===== src/rtl/horner_datapath.sv =====
// Horner evaluation datapath: saturating add step, two-stage rounding multiply,
// and a small first-word-fall-through result FIFO with sticky error flags.
module horner_datapath #(
  parameter int unsigned DATA_W    = 16,
  parameter int unsigned FRAC_W    = 8,
  parameter int unsigned OUT_DEPTH = 2
) (
  input  logic              clk,
  input  logic              rst,
  input  logic              redo,
  input  logic              LD_coeff,
  input  logic              LD_signal,
  input  logic              LD_result,
  input  logic [DATA_W-1:0] coeff_in,
  input  logic [DATA_W-1:0] signal_in,
  output logic [DATA_W-1:0] result_data,
  output logic              result_valid,
  input  logic              result_ready,
  output logic              busy,
  output logic              sat_err,
  output logic              drop_err
);

  localparam int unsigned PROD_W = 2 * DATA_W;
  localparam int unsigned PTR_W  = $clog2(OUT_DEPTH);
  localparam int unsigned CNT_W  = PTR_W + 1;

  localparam logic signed [DATA_W-1:0] MaxVal = {1'b0, {(DATA_W-1){1'b1}}};
  localparam logic signed [DATA_W-1:0] MinVal = {1'b1, {(DATA_W-1){1'b0}}};
  localparam logic signed [PROD_W-1:0] RndConst = PROD_W'(1) << (FRAC_W - 1);

  logic signed [DATA_W-1:0] sum_q, sum_d;
  logic signed [DATA_W-1:0] prod_q, prod_d;
  logic signed [PROD_W-1:0] mul_q, mul_d;
  logic                     mul_vld_q, mul_vld_d;
  logic                     sat_err_q, sat_err_d;
  logic                     drop_err_q, drop_err_d;

  logic signed [DATA_W-1:0] coeff_s, signal_s;
  logic signed [DATA_W:0]   add_full;
  logic                     add_ovf;
  logic signed [DATA_W-1:0] add_res;
  logic signed [PROD_W-1:0] mul_full;
  logic signed [PROD_W-1:0] mul_rnd;
  logic signed [PROD_W-1:0] mul_shr;
  logic                     mul_ovf;
  logic signed [DATA_W-1:0] mul_res;
  logic                     mul_start;

  logic [DATA_W-1:0] mem_q [OUT_DEPTH];
  logic [PTR_W-1:0]  wr_ptr_q, wr_ptr_d;
  logic [PTR_W-1:0]  rd_ptr_q, rd_ptr_d;
  logic [CNT_W-1:0]  cnt_q, cnt_d;
  logic              fifo_full, fifo_pop, fifo_push, fifo_drop;

  assign coeff_s  = $signed(coeff_in);
  assign signal_s = $signed(signal_in);

  // Add step arithmetic: one guard bit catches overflow before clamping.
  always_comb begin
    add_full = {prod_q[DATA_W-1], prod_q} + {coeff_s[DATA_W-1], coeff_s};
    add_ovf  = add_full[DATA_W] != add_full[DATA_W-1];
    add_res  = add_ovf ? (add_full[DATA_W] ? MinVal : MaxVal) : add_full[DATA_W-1:0];
  end

  // Multiply arithmetic: full product for stage 0, round-half-up and clamp for stage 1.
  always_comb begin
    mul_full = PROD_W'(sum_q) * PROD_W'(signal_s);
    mul_rnd  = mul_q + RndConst;
    mul_shr  = mul_rnd >>> FRAC_W;
    mul_ovf  = 1'b0;
    mul_res  = mul_shr[DATA_W-1:0];
    if (mul_shr > PROD_W'(MaxVal)) begin
      mul_ovf = 1'b1;
      mul_res = MaxVal;
    end else if (mul_shr < PROD_W'(MinVal)) begin
      mul_ovf = 1'b1;
      mul_res = MinVal;
    end
  end

  // Strobe decode: redo dominates, then LD_coeff over LD_signal.
  always_comb begin
    sum_d     = sum_q;
    prod_d    = prod_q;
    mul_d     = mul_q;
    mul_vld_d = 1'b0;
    sat_err_d = sat_err_q;
    mul_start = LD_signal & ~LD_coeff & ~redo;
    if (redo) begin
      // An in-flight product is discarded along with the accumulators.
      sum_d  = '0;
      prod_d = '0;
    end else begin
      if (mul_vld_q) begin
        prod_d = mul_res;
        if (mul_ovf) sat_err_d = 1'b1;
      end
      if (LD_coeff) begin
        sum_d = add_res;
        if (add_ovf) sat_err_d = 1'b1;
      end else if (LD_signal) begin
        mul_d     = mul_full;
        mul_vld_d = 1'b1;
      end
    end
    busy = mul_vld_q | mul_start;
  end

  // Output FIFO control: a pop frees a full slot for a same-cycle push.
  always_comb begin
    fifo_full  = cnt_q == CNT_W'(OUT_DEPTH);
    fifo_pop   = (cnt_q != '0) & result_ready;
    fifo_push  = LD_result & (~fifo_full | fifo_pop);
    fifo_drop  = LD_result & fifo_full & ~fifo_pop;
    wr_ptr_d   = fifo_push ? wr_ptr_q + 1'b1 : wr_ptr_q;
    rd_ptr_d   = fifo_pop ? rd_ptr_q + 1'b1 : rd_ptr_q;
    cnt_d      = cnt_q;
    drop_err_d = drop_err_q | fifo_drop;
    unique case ({fifo_push, fifo_pop})
      2'b10:   cnt_d = cnt_q + 1'b1;
      2'b01:   cnt_d = cnt_q - 1'b1;
      default: cnt_d = cnt_q;
    endcase
  end

  // State registers with synchronous reset.
  always_ff @(posedge clk) begin
    if (rst) begin
      sum_q      <= '0;
      prod_q     <= '0;
      mul_q      <= '0;
      mul_vld_q  <= 1'b0;
      sat_err_q  <= 1'b0;
      drop_err_q <= 1'b0;
      wr_ptr_q   <= '0;
      rd_ptr_q   <= '0;
      cnt_q      <= '0;
    end else begin
      sum_q      <= sum_d;
      prod_q     <= prod_d;
      mul_q      <= mul_d;
      mul_vld_q  <= mul_vld_d;
      sat_err_q  <= sat_err_d;
      drop_err_q <= drop_err_d;
      wr_ptr_q   <= wr_ptr_d;
      rd_ptr_q   <= rd_ptr_d;
      cnt_q      <= cnt_d;
    end
  end

  // FIFO storage; contents are don't-care while empty, so no reset needed.
  always_ff @(posedge clk) begin
    if (!rst && fifo_push) mem_q[wr_ptr_q] <= sum_q;
  end

  assign result_valid = cnt_q != '0;
  assign result_data  = result_valid ? mem_q[rd_ptr_q] : '0;
  assign sat_err      = sat_err_q;
  assign drop_err     = drop_err_q;

endmodule


===== config.mk =====
export PLATFORM = sky130hd
export DESIGN_NAME = horner_datapath
export DESIGN_NICKNAME = d
export VERILOG_FILES = /design/src/rtl/horner_datapath.sv
export SDC_FILE = /design/constraint.sdc
export NUM_CORES = 1
export LEC_CHECK = 0
export CAP_MARGIN = 20
export CORE_MARGIN = 3
export CORE_UTILIZATION = 40
export DETAILED_ROUTE_END_ITERATION = 16
export HOLD_SLACK_MARGIN = 0.03
export SKIP_CTS_REPAIR_TIMING = 1
export SLEW_MARGIN = 20
export SYNTH_ARGS = -nofsm -noshare
export SYNTH_HDL_FRONTEND = slang
export SYNTH_SLANG_ARGS = --single-unit
export TNS_END_PERCENT = 10

===== constraint.sdc =====
create_clock -name clk -period 7.99 [get_ports clk]
set_input_delay 1.598 -clock clk [delete_from_list [all_inputs] [get_ports clk]]
set_output_delay 1.598 -clock clk [all_outputs]
set_load 0.02 [all_outputs]

==> parameters.txt <==
Parameter                              Value

Timing
  Endpoints failing hold    0
  Crit path time final    7.795 ns
  Max-Slew Margin vs Limit    38.26%
  Upper clock frequency limit    128.3 MHz
  Setup violation total in the final timing report    0
  Tcrit/Tclk final    97.56%
  Transition time of the tightest slew-check pin    0.9249 ns
  Unrepaired setup endpoints after global routing    yes
  Fin Clk Skew    0.01036 ns
  Final count of pins violating max slew    0

Synth
  Synth top area share    36.26%
  Seq/Total Area, Yosys    15.64%
  Count of distinct cell types in the synthesized netlist    60
  Area of the mapped netlist    0.01447 sq mm
  Warnings from Yosys    0
  Post-synth EDFFs    32
  Number of nets produced by synthesis    1976
  Proportion of synthesized flip-flops having asynchronous set or reset    0%
  Cell type contributing the most total cell area after synthesis    sky130_fd_sc_hd__fa_1
  Mapped Cells    1579
  Primary flip-flop cell chosen by synthesis mapping    sky130_fd_sc_hd__dfxtp_1
  Number of synthesized register bits    97
  Cells taking the most area after synthesis    sky130_fd_sc_hd__fa_1 (36%), sky130_fd_sc_hd__dfxtp_1 (9.0%), sky130_fd_sc_hd__inv_1 (8.8%)
  Avg Inst Size Synth    9.162 sq um

Die
  Initial Util    40.67%
  Placeable core region    0.03557 sq mm
  Count of pins on the block boundary    59
  Width of the die    196.2 um
  Site Rows    69
  Area enclosed by the die boundary    0.03848 sq mm
  Die boundary height    196.2 um

GRT
  Initial antenna violation count    0
  Global-route usage over all layers    18.82%
  Wire length of the first global-routing pass    58650 um
  Total gr overflow    0
  Global route hottest layer    met2
  Pin count of the biggest net entering global routing    41
  GRT met2 Usage    32.89%
  Grt met3 use    1.752%
  Met1 demand-to-capacity share in global routing    25.88%
  Vias in the first global route    11400

Clocking
  Buffer levels on the longest clock path    2
  H-tree Lvls    3
  Clk sink count    97
  CTS tree    built
  Clock edge transition at the registers on the reported setup and hold paths    0.07 ns
  TritonCTS Buffers    9
  Source-to-sink clock delay at the later pin of the worst-skew pair    0.35 ns
  Root buffer cell    sky130_fd_sc_hd__clkbuf_16

Power and ir drop
  Overall Power    3.038 mW
  Static leakage    7.898 nW
  Maximum vdd drop    158.5 uV
  Power density over the cells    185.5 mW/mm^2

Cells and area
  Ratio of cells with drive above 1 in the final layout    6.964%
  Count of antenna diodes in the layout    0
  Core occupancy in the finished layout    46.04%
  Most common cell after layout, fill and taps aside    sky130_fd_sc_hd__inv_1
  Final net count    2072
  Most frequent cells in the layout    sky130_fd_sc_hd__inv_1 (340), sky130_fd_sc_hd__fa_1 (262), sky130_fd_sc_hd__nand2_1 (192)
  Area growth syn-to-layout    13.19%

Place
  Placer Congestion    0.8907
  Buffers added on ports    58
  Final HPWL from detailed placement    28410 um

Outcome
  Outcome    complete, no violations

Route
  Total Wirelength    33850 um
  Post-DR vias/cell    4.983
  Initial DRC Count    512
  Via count    10670
  Post-detailed-route DRC marker count    0
  Routed wire per std cell    15.81 um
  Number of routed nets with antenna violations    0
  Number of optimization iterations in the first detailed-route pass    4

Worst setup path
  Required time at the endpoint of the critical path    8.28 ns
  Setup Crit Path Kind    in -> reg
  Cell repeated most along the worst path    sky130_fd_sc_hd__fa_1
  CP startpoint kind    input port
  Cells along the critical path    clkdlybuf4s50_1, and2_1, fa_1, inv_1, fa_1, inv_1, fa_1, fa_1, fa_1, inv_1, fa_1, inv_1, ha_1, nand2_1, nor2_1, nand2_1, o311ai_4, a21oi_2, o21a_1, o31ai_4, o21ai_2, or4_1, nand3_1
  Sort of element at the end of the critical path    flip-flop
  Signal arrival time at the worst endpoint    8.09 ns
  Buffering stage count on the worst path with inverters included    5
  Slowest library cell on the worst path    sky130_fd_sc_hd__clkdlybuf4s50_1
  Kind of cell with the highest combined delay on the critical path    adder cells
  Biggest fanout along the worst timing path    7
  Crit-path max cell delay    0.60 ns

Min path
  Type of the tightest min-delay check    reg -> reg

Run
  Number of violations of the max-capacitance limit    0
-- Yosys cell counts (all sizes together) (3+ instances only) --
library cell    n
o21a            3
nor3           10
a21o           15
a311oi          4
a22o            4
fa            262
and3            7
a31oi           8
nand2         192
nand3          19
and2          126
o211ai          3
nor2b           8
inv           340
mux2i          17
a211oi          5
o21bai          4
xor2           25
o21ai          25
nand4           8
a22oi           9
xnor2          36
nand2b         14
o221a          16
nor4            6
clkbuf         51
dfxtp          65
edfxtp         32
buf             4
o31ai           5
nor2           79
ha             96
a2111oi         4
a211o           3
a21oi          48
or3             3
-- flip-flops by register name, indices dropped and copies added, names as in the netlist, named ones only --
name / cells
prod_q: 16
cnt_q: 2
mul_q: 25
mul_vld_q: 1
sum_q: 16
wr_ptr_q: 1
mem_q: 32
sat_err: 1
rd_ptr_q: 1
drop_err: 1
-- report_power, final --
group | total, mW | switching [mW] | internal [mW]
Clock | 0.428 | 0.206 | 0.222
Combinational | 2.00 | 1.09 | 0.902
Sequential | 0.614 | 0.0629 | 0.551
-- routing by layer --
layer	vias to the layer above	wire, um
met1	5412	15550
met2	166	16880
met4	0	567
met5	-	0
li1	5061	-
met3	29	839
-- cell type report --
cell class / count / area, sq um
multi-input combinational: 1087 / 10740
sequential: 97 / 2262
clock buffer: 9 / 225.2
inverter: 340 / 1276
tap: 461 / 576.8
clock inverter: 7 / 73.82
fill: 3466 / 19190
timing repair buffer: 140 / 1217
-- worst register-to-register path, cell delays in order, from the launching register on --
cell and delay, ns:
sky130_fd_sc_hd__dfxtp_1 0.75, sky130_fd_sc_hd__nand2_1 0.18, sky130_fd_sc_hd__fa_1 0.57, sky130_fd_sc_hd__inv_1 0.05, sky130_fd_sc_hd__fa_1 0.49, sky130_fd_sc_hd__inv_1 0.05, sky130_fd_sc_hd__fa_1 0.47, sky130_fd_sc_hd__inv_1 0.06
sky130_fd_sc_hd__fa_1 0.52, sky130_fd_sc_hd__fa_1 0.55, sky130_fd_sc_hd__inv_1 0.05, sky130_fd_sc_hd__fa_1 0.53, sky130_fd_sc_hd__inv_1 0.04, sky130_fd_sc_hd__ha_1 0.30, sky130_fd_sc_hd__nand4_1 0.14, sky130_fd_sc_hd__nor2_1 0.17
sky130_fd_sc_hd__nand2_1 0.11, sky130_fd_sc_hd__o311ai_4 0.39, sky130_fd_sc_hd__a21oi_2 0.12, sky130_fd_sc_hd__o21a_1 0.27, sky130_fd_sc_hd__o31ai_4 0.32, sky130_fd_sc_hd__o21ai_2 0.10, sky130_fd_sc_hd__or4_1 0.41, sky130_fd_sc_hd__nand3_1 0.09
-- kinds of logic after synthesis --
logic type	after synthesis	share of synthesized area (%)
AO/OA/AOI/OAI	164	8.251
XOR/XNOR	61	3.693
adder cells (fa/ha/maj)	360	44.70
buffers and inverters	395	10.28
flip-flops	97	15.64
multiplexers	18	1.254
AND/OR/NAND/NOR	484	16.18
-- per-stage QoR --
stage	std cells	setup TNS, ns	hold slack (ns)	setup WS [ns]	cell area, sq um
after floorplan	1579	0	0.4444	0.5620	14470
after global placement	2123	-0.1040	0.4551	-0.05254	16040
after detailed placement	2123	-0.3501	0.4584	-0.1530	16040
after CTS	2139	0	0.4734	0.1840	16330
after global routing	2141	-0.02829	0.5070	-0.02829	16370
final	2141	0	0.4692	0.1946	16370
-- final timing paths --
| path | startpoint | to | slack [ns] | depth (start not counted) |
|---|---|---|---|---|
| worst max-delay path | signal_in[11] | mul_q[29] | 0.19 | 23 |
| worst min-delay path | drop_err | drop_err | 0.47 | 2 |
| worst max register to register | sum_q[5] | mul_q[29] | 1.20 | 23 |
| worst min register to register | drop_err | drop_err | 0.47 | 2 |
(Power assumes the default switching activity.)
